`src/rtl/mem_access_unit.sv`:
```
// Data-memory access unit: aligns CPU loads/stores onto a 32-bit word bus, with a single outstanding request.
// Optional bus timeout is enabled by defining DMEM_TIMEOUT_EN (limit set by TIMEOUT_CYCLES).
module mem_access_unit #(
    parameter int unsigned TIMEOUT_CYCLES = 16
) (
    input  logic        clk,
    input  logic        reset,
    input  logic        cpu_req,
    input  logic        cpu_we,
    input  logic [31:0] cpu_addr,
    input  logic [31:0] cpu_wdata,
    input  logic [2:0]  cpu_dmtype,
    output logic        cpu_stall,
    output logic        cpu_done,
    output logic [31:0] cpu_rdata,
    output logic        cpu_misalign,
    output logic        cpu_buserr,
    output logic        mem_req,
    output logic        mem_we,
    output logic [31:0] mem_addr,
    output logic [3:0]  mem_be,
    output logic [31:0] mem_wdata,
    input  logic [31:0] mem_rdata,
    input  logic        mem_ready
);
    typedef enum logic [1:0] {IDLE, BUS, RESP, ERR} state_t;

    state_t      state, state_next;
    logic [2:0]  dmtype_q;
    logic [1:0]  addr_lo_q;
    logic        req_bad;
    logic [3:0]  be_calc;
    logic [31:0] wdata_calc;
    logic [7:0]  byte_sel;
    logic [15:0] half_sel;
    logic [31:0] load_data;
    logic        bus_timeout;

    always_comb begin
        req_bad    = 1'b0;
        be_calc    = 4'b1111;
        wdata_calc = cpu_wdata;
        case (cpu_dmtype)
            3'b000: req_bad = (cpu_addr[1:0] != 2'b00);
            3'b001, 3'b010: begin
                req_bad    = cpu_addr[0];
                be_calc    = cpu_addr[1] ? 4'b1100 : 4'b0011;
                wdata_calc = {2{cpu_wdata[15:0]}};
            end
            3'b011, 3'b100: begin
                be_calc    = 4'b0001 << cpu_addr[1:0];
                wdata_calc = {4{cpu_wdata[7:0]}};
            end
            default: req_bad = 1'b1;
        endcase
        // Loads always fetch the whole word; lane selection happens on return.
        if (!cpu_we) begin
            be_calc = 4'b1111;
        end
    end

    always_comb begin
        byte_sel  = mem_rdata[{addr_lo_q, 3'b000} +: 8];
        half_sel  = addr_lo_q[1] ? mem_rdata[31:16] : mem_rdata[15:0];
        load_data = '0;
        case (dmtype_q)
            3'b000:  load_data = mem_rdata;
            3'b001:  load_data = {{16{half_sel[15]}}, half_sel};
            3'b010:  load_data = {16'h0000, half_sel};
            3'b011:  load_data = {{24{byte_sel[7]}}, byte_sel};
            3'b100:  load_data = {24'h000000, byte_sel};
            default: load_data = '0;
        endcase
    end

`ifdef DMEM_TIMEOUT_EN
    localparam int unsigned CNT_W = $clog2(TIMEOUT_CYCLES + 1);

    logic [CNT_W-1:0] tmo_cnt;

    assign bus_timeout = (tmo_cnt == CNT_W'(TIMEOUT_CYCLES - 1));

    always_ff @(posedge clk) begin
        if (reset) begin
            tmo_cnt    <= '0;
            cpu_buserr <= 1'b0;
        end else begin
            if (state == BUS && !mem_ready) begin
                tmo_cnt <= tmo_cnt + CNT_W'(1);
            end else begin
                tmo_cnt <= '0;
            end
            if ((state == BUS && mem_ready) || (state == IDLE && cpu_req && req_bad)) begin
                cpu_buserr <= 1'b0;
            end else if (state == BUS && bus_timeout) begin
                cpu_buserr <= 1'b1;
            end
        end
    end
`else
    logic unused_timeout_cfg;

    assign unused_timeout_cfg = ^TIMEOUT_CYCLES;
    assign bus_timeout        = 1'b0;
    assign cpu_buserr         = 1'b0;
`endif

    always_ff @(posedge clk) begin
        if (reset) begin
            state <= IDLE;
        end else begin
            state <= state_next;
        end
    end

    always_comb begin
        state_next = state;
        case (state)
            IDLE: begin
                if (cpu_req) begin
                    state_next = req_bad ? ERR : BUS;
                end
            end
            BUS: begin
                if (mem_ready) begin
                    state_next = RESP;
                end else if (bus_timeout) begin
                    state_next = ERR;
                end
            end
            RESP:    state_next = IDLE;
            ERR:     state_next = IDLE;
            default: state_next = IDLE;
        endcase
    end

    always_comb begin
        mem_req   = (state == BUS);
        cpu_done  = (state == RESP) || (state == ERR);
        cpu_stall = ((state == IDLE) && cpu_req) || (state == BUS);
    end

    always_ff @(posedge clk) begin
        if (reset) begin
            mem_we       <= 1'b0;
            mem_addr     <= '0;
            mem_be       <= '0;
            mem_wdata    <= '0;
            dmtype_q     <= '0;
            addr_lo_q    <= '0;
            cpu_rdata    <= '0;
            cpu_misalign <= 1'b0;
        end else begin
            if (state == IDLE && cpu_req) begin
                mem_we    <= cpu_we;
                mem_addr  <= {cpu_addr[31:2], 2'b00};
                mem_be    <= be_calc;
                mem_wdata <= wdata_calc;
                dmtype_q  <= cpu_dmtype;
                addr_lo_q <= cpu_addr[1:0];
                if (req_bad) begin
                    cpu_rdata    <= '0;
                    cpu_misalign <= 1'b1;
                end
            end
            // Result registers are loaded only on the cycle that leads into a completion, so they hold in between.
            if (state == BUS && mem_ready) begin
                cpu_rdata    <= mem_we ? '0 : load_data;
                cpu_misalign <= 1'b0;
            end else if (state == BUS && bus_timeout) begin
                cpu_rdata    <= '0;
                cpu_misalign <= 1'b0;
            end
        end
    end
endmodule

```
`config.mk`:
```
export PLATFORM = sky130hd
export DESIGN_NAME = mem_access_unit
export DESIGN_NICKNAME = d
export VERILOG_FILES = /design/src/rtl/mem_access_unit.sv
export SDC_FILE = /design/constraint.sdc
export NUM_CORES = 1
export LEC_CHECK = 0
export ABC_AREA = 0
export CELL_PAD_IN_SITES_DETAIL_PLACEMENT = 1
export CELL_PAD_IN_SITES_GLOBAL_PLACEMENT = 1
export CORE_AREA = 2 2 137 126
export CTS_CLUSTER_SIZE = 12
export DETAILED_ROUTE_END_ITERATION = 10
export DIE_AREA = 0 0 139 128
export PLACE_DENSITY = 0.85
export SYNTH_ARGS = -nofsm -noshare
export SYNTH_HDL_FRONTEND = slang
export SYNTH_SLANG_ARGS = --single-unit
```
`constraint.sdc`:
```
create_clock -name clk -period 1.95 [get_ports clk]
set_clock_uncertainty 0.2 [all_clocks]
set_input_delay 0.39 -clock clk [delete_from_list [all_inputs] [get_ports clk]]
set_output_delay 0.39 -clock clk [all_outputs]
set_load 0.02 [all_outputs]
```
==> flow_metrics.tcl, run 1 <==
set metrics [dict create \
    postLayoutCoreUtil 0.495 \
    status "completed" \
    clock-root-buffer "clkbuf_16" \
    fp.dieW_um 139 \
    first_pass_iters 5 \
    pwr-share-comb 0.275 \
    p_leak_nw 3.69 \
    yosysWarnings 0 \
    min_to "state[0]" \
    filler_cell_count 1868 \
    worst_path_largest_cell_delay_ns 0.65 \
    holdCritStartpoint "reset" \
    max_capacitance_violation_total 0 \
    timing.critical_path.arrival_ns 1.33 \
    ys_seq_elements 107 \
    initial_antenna_violation_count 3 \
    totalNegativeSetupSlack_ns 0 \
    boundaryPins 210 \
    yosys.cell_count.top_type "nand2_1" \
    synth_edf_count 0 \
    powerDensity_nw_per_um2 763 \
    core_area_um2 16400 \
    detail_route.iter0.violations 253 \
    die_area_um2 17800 \
    tritoncts "done" \
    syn_to_final_growth_pct 63.0 \
    timing.rr.end "cpu_rdata[27]" \
    hold_violations 0 \
    timing.critical_path.max_delay_family "buffers and inverters" \
    setup_viol 0 \
    place.gp.congestion 0.862 \
    buffer_ports.inserted 206 \
    post-synth-top-area-cell "dfxtp_1" \
    overflow 0 \
    route.antenna.remaining_nets 0 \
    chain_of_cells_forming_the_critical_path "clkdlybuf4s50_1" \
    post_route_cells_drive_above_1_share 0.142 \
    design.final.nets 901 \
    share_clk_of_total_power 0.333 \
    dieHeight_um 128 \
    synth_common_cells "nand2_1, dfxtp_1, a21oi_1" \
    worst_slack_ns 0.0282 \
    insertion_delay_ns 0.36 \
    worst_setup_startpoint "mem_wdata[14]" \
    ff2ff_path_depth 5 \
    critical-path-slowest-cell "clkdlybuf4s50_1" \
    vias 5202 \
    synth_cells 573 \
    pwr-share-seq 0.392 \
    worst-setup-path-type "register to primary output" \
    final_worst_path_cycle_share 0.986 \
    slew_headroom 0.633 \
    grtUsageTotal 0.198 \
    number_of_rows_in_the_core_area 45 \
    finalWirelength_um 18100 \
    async_flop_share 0 \
    yosysTopAreaCellShare 0.430 \
    via_per_inst 5.12 \
    detailedPlace.worstSlack_ns -0.464 \
    synth_top_cells_by_area "dfxtp_1, nand2_1, mux2i_1, a21oi_1, a211oi_1" \
    internal_power_consumption_w 0.00432 \
    dp_cells 997 \
    layout_min_cycle_time_ns 1.92 \
    power_switching_w 0.00189 \
    first_global_vias 5309 \
    drc 0 \
    timing.critical_path.fanout_max 2 \
    setup.reg_to_reg.worst_slack_ns 0.09 \
    holdWs_ns 0.100 \
    worst_pin_slew_ns 0.550 \
    cts_max_path_buffers 2 \
    vdd_drop_max_mv 0.474 \
    final-instance-count-excl-fill 1016 \
    cts_inserted_buffers 9 \
    critical_path.reg2reg.startpoint "dmtype_q[1]" \
    crit_path_end_kind "primary output" \
    initial_core_util 0.303 \
    syn-mean-instance-area_um2 8.70 \
    fmaxAchievable_mhz 520 \
    min_path_type "input port to register" \
    dp.final_hpwl_um 13100 \
    routed_wire_length_per_instance_um 17.9 \
    share_of_the_yosys_chip_area_belonging_to_registers 0.430 \
    worst_setup_hold_path_clk_slew_ns 0.07 \
    cp.required_ns 1.36 \
    grt_max_degree 49 \
    switching_part_of_the_total 0.304 \
    global_route_wire_length_before_repair_um 28300 \
    postSynth.topFlopCell "dfxtp_1" \
    hold_depth 2 \
    clkSinkCount 107 \
    syn_area_um2 4990 \
    number_of_levels_the_h_tree_was_split_into 3 \
    yosys.cell_types.count 53 \
    start_kind "register" \
    count_of_buffering_cells_on_the_critical_path_with_inverters_included 1 \
    slew_limit_fails 0 \
]
layer usage:
layer / vias to the layer above / share of wire / track usage
met2: 144 / 0.50 / 0.333
met5: - / 0 / 0
li1: 2524 / - / -
met4: 0 / 0.012 / 0.0594
met3: 14 / 0.059 / 0.0501
met1: 2520 / 0.43 / 0.251
cells by family (layout without fill, tap and decap cells):
group / after synthesis / count (layout) / share of synthesized area
buf+inv: 57 / 284 / 0.0572
flops: 107 / 107 / 0.430
other cells: 1 / 6 / 0.000752
compound gates: 191 / 191 / 0.285
xor+xnor: 3 / 3 / 0.00678
simple gates: 182 / 182 / 0.154
mux: 32 / 32 / 0.0667
sequential cells by signal, summed over array words and instances (netlist names):
name / count
cpu_misalign: 1
mem_addr: 30
mem_we: 1
mem_be: 4
cpu_rdata: 32
addr_lo_q: 2
mem_wdata: 32
state: 2
dmtype_q: 3
power groups by stage:
stage          Combinational, W  Sequential, W  Clock (W)
2_1_floorplan          0.000674        0.00263          0
3_3_place_gp            0.00165        0.00247          0
3_5_place_dp            0.00167        0.00248          0
4_1_cts                 0.00168        0.00243    0.00213
5_1_grt                 0.00183        0.00245    0.00221
6_report                0.00171        0.00243    0.00207
how the worst max path moves through the flow:
stage                               end  slack [ns]  depth (start not counted)
after floorplan           cpu_rdata[12]        0.11                          5
after global placement        cpu_stall       -0.44                          4
after detailed placement      cpu_stall       -0.46                          4
after CTS                 cpu_rdata[21]       0.001                          6
after global routing      mem_wdata[14]       -0.03                          1
final                     mem_wdata[14]        0.03                          1
through the flow:
step	total power [W]	cell area, um2
final	0.00621	8130
after global routing	0.00649	8130
after CTS	0.00625	7950
after global placement	0.00412	7600
after detailed placement	0.00415	7600
after floorplan	0.00330	4990
cell type report:
class,instances,area [um2],share of cell area
diodes,3,7.51,0.000923
multi-input cells,411,2680,0.330
clock inverters,7,108,0.0132
clock buffers,9,225,0.0277
inverters,3,11.3,0.00138
well taps,211,264,0.0325
repair buffers,265,2690,0.330
flip-flops and latches,107,2150,0.264
cell usage in the layout, fill, tap and decap left out, types with 8 or more instances in the layout:
master,count
a222oi_1,8
o2bb2ai_1,16
clkbuf_16,9
a21o_1,17
clkdlybuf4s50_1,156
buf_4,48
a211oi_1,21
nand2_1,119
a211oi_2,9
dfxtp_1,102
dlymetal6s2s_1,38
a22o_1,14
a21oi_1,50
nor2_1,41
buf_12,8
o21ai_0,18
dlygate4sd2_1,9
mux2i_1,30
a2111oi_1,9
what timing repair did:
action	in CTS	in global routing
endpoints found under the setup margin	59	67
pin swaps	1	3
gates resized for setup	27	64
hold buffers	0	0
setup buffers	0	0
No activity file was read; power rests on OpenSTA's default activity.
==> run 2: changes to the inputs <==
SLEW_MARGIN = 25   (was not set)
==> results of run 2 <==
Same layout as run 1: the final DEF is identical, and so are final timing and power.
==> run 3: changes to the inputs <==
CTS_CLUSTER_SIZE = 16   (was 12)
GPL_TIMING_DRIVEN = 0   (was not set)
MAX_ROUTING_LAYER = met4   (was not set)
==> run 3 against run 2 <==
  * Non-clock buffer count unchanged
  * Sequential power about the same
  * Global-route usage increased by 1.4 points
  * Die area unchanged
  * Cell count decreased by 0.30%
  * Utilization decreased by 0.30 points
  * Critical path depth unchanged
  * Sequential share of layout area increased by 0.18 points
  * Power decreased by 1.5%
  * Design area decreased by 0.62%
  * First-iteration DRC count increased by 26%
  * Critical path type unchanged
  * Critical endpoint is now mem_wdata[3]
  * Largest cell class is now multi-input combinational cells
==> flow_metrics.tcl, run 3 (synthesis results as in run 1) <==
set metrics [dict create \
    mostFrequentLayoutCell "clkdlybuf4s50_1" \
    place.gp.congestion 0.921 \
    totalNegativeSetupSlack_ns 0 \
    place_area_um2 7310 \
    die_area_um2 17800 \
    cp.required_ns 1.36 \
    global_route_wire_length_before_repair_um 28900 \
    holdWs_ns 0.107 \
    unrepaired_setup_endpoints_after_global_routing "true" \
    hold_violations 0 \
    critical-path-slowest-cell "clkdlybuf4s50_1" \
    powerDensity_nw_per_um2 756 \
    drc 0 \
    clock-root-buffer "clkbuf_16" \
    dieHeight_um 128 \
    slew_headroom 0.659 \
    pwr-share-comb 0.287 \
    initial_antenna_violation_count 0 \
    layout.cells.most_common_list "clkdlybuf4s50_1, nand2_1, dfxtp_1" \
    p_leak_nw 3.68 \
    grt_max_degree 20 \
    max_capacitance_violation_total 0 \
    syn_to_final_growth_pct 62.0 \
    vdd_drop_max_mv 0.497 \
    cts_max_path_buffers 2 \
    switching_part_of_the_total 0.318 \
    fp.dieW_um 139 \
    dp.final_hpwl_um 14300 \
    timing.critical_path.fanout_max 2 \
    layout_min_cycle_time_ns 1.93 \
    global_route.usage.met1 0.258 \
    postCtsHoldBufs 0 \
    clkSinkCount 107 \
    initial_core_util 0.303 \
    design.final.nets 901 \
    overflow 0 \
    detail_route.iter0.violations 319 \
    crit_path_end_kind "primary output" \
    internal_power_consumption_w 0.00416 \
    number_of_rows_in_the_core_area 45 \
    timing.critical_path.max_delay_family "buffers and inverters" \
    routed_wire_length_per_instance_um 19.0 \
    via_per_inst 5.16 \
    slew_limit_fails 0 \
    final_instance_area_um2 8080 \
    boundaryPins 210 \
    filler_cell_count 1872 \
    groute.layer.met2.usage 0.342 \
    chain_of_cells_forming_the_critical_path "clkdlybuf4s50_1" \
    core_area_um2 16400 \
    first_pass_iters 5 \
    worst_path_largest_cell_delay_ns 0.65 \
    insertion_delay_ns 0.36 \
    globalRoute.busiestLayer "met2" \
    worst-setup-path-type "register to primary output" \
    share_clk_of_total_power 0.317 \
    status "completed" \
    power_switching_w 0.00194 \
    reg.largest.list "cpu_rdata: 32 flops, mem_wdata: 32 flops, mem_addr: 30 flops" \
    route.antenna.remaining_nets 0 \
    final_worst_path_cycle_share 0.988 \
    fmaxAchievable_mhz 519 \
    timing.critical_path.arrival_ns 1.34 \
    buffer_ports.inserted 205 \
    number_of_levels_the_h_tree_was_split_into 3 \
    worst_pin_slew_ns 0.511 \
    n_antenna_cell 0 \
    worst_setup_hold_path_clk_slew_ns 0.08 \
    met3_grt_util 0.0616 \
    vias 5228 \
    count_of_buffering_cells_on_the_critical_path_with_inverters_included 1 \
    start_kind "register" \
    cts_inserted_buffers 9 \
    setup_viol 0 \
    grtUsageTotal 0.212 \
    pwr-share-seq 0.396 \
    first_global_vias 5381 \
    min_path_type "input port to register" \
    post_route_cells_drive_above_1_share 0.148 \
    finalWirelength_um 19200 \
    tritoncts "done" \
    setup.reg_to_reg.worst_slack_ns 0.04 \
]
run 3: final cells by class:
type | count | area [um2] | area share
flip-flops and latches | 107 | 2150 | 0.266
clock inverters | 7 | 86.3 | 0.0107
clock buffers | 9 | 225 | 0.0279
inverters | 3 | 11.3 | 0.00139
well taps | 211 | 264 | 0.0327
plain buffers | 54 | 357 | 0.0441
repair buffers | 211 | 2180 | 0.270
multi-input cells | 411 | 2810 | 0.347
run 3: power by group through the flow:
stage               sequential, W  clock, W  combinational, W
floorplan                 0.00263         0          0.000674
global placement          0.00246         0           0.00158
detailed placement        0.00247         0           0.00160
CTS                       0.00242   0.00200           0.00166
global route              0.00244   0.00209           0.00188
finish                    0.00242   0.00193           0.00176
run 3: per-stage QoR:
stage	std cells	setup WS [ns]	total power (W)	util
final	1013	0.0237	0.00611	0.492
after CTS	1010	-0.0759	0.00608	0.472
after detailed placement	991	-1.37	0.00407	0.445
after global routing	1013	-0.107	0.00640	0.492
after floorplan	575	0.112	0.00330	-
after global placement	991	-1.36	0.00404	0.445
run 3: final timing paths:
path	start	to	cells past startpoint
max	mem_wdata[3]	mem_wdata[3]	1
min	cpu_dmtype[2]	dmtype_q[2]	3
max reg2reg	addr_lo_q[0]	cpu_rdata[7]	5
min reg2reg	mem_addr[30]	mem_addr[30]	2
run 3: timing repair:
action	4_1_cts	5_1_grt
buffers inserted	3	3
setup endpoints to repair	117	84
resized for setup	71	108
pin swaps	2	4
run 3: layer usage:
layer  up-vias  share of wire
li1       2520              -
met1      2515           0.44
met2       162           0.48
met3        31          0.057
met4         0          0.023
met5         -              0
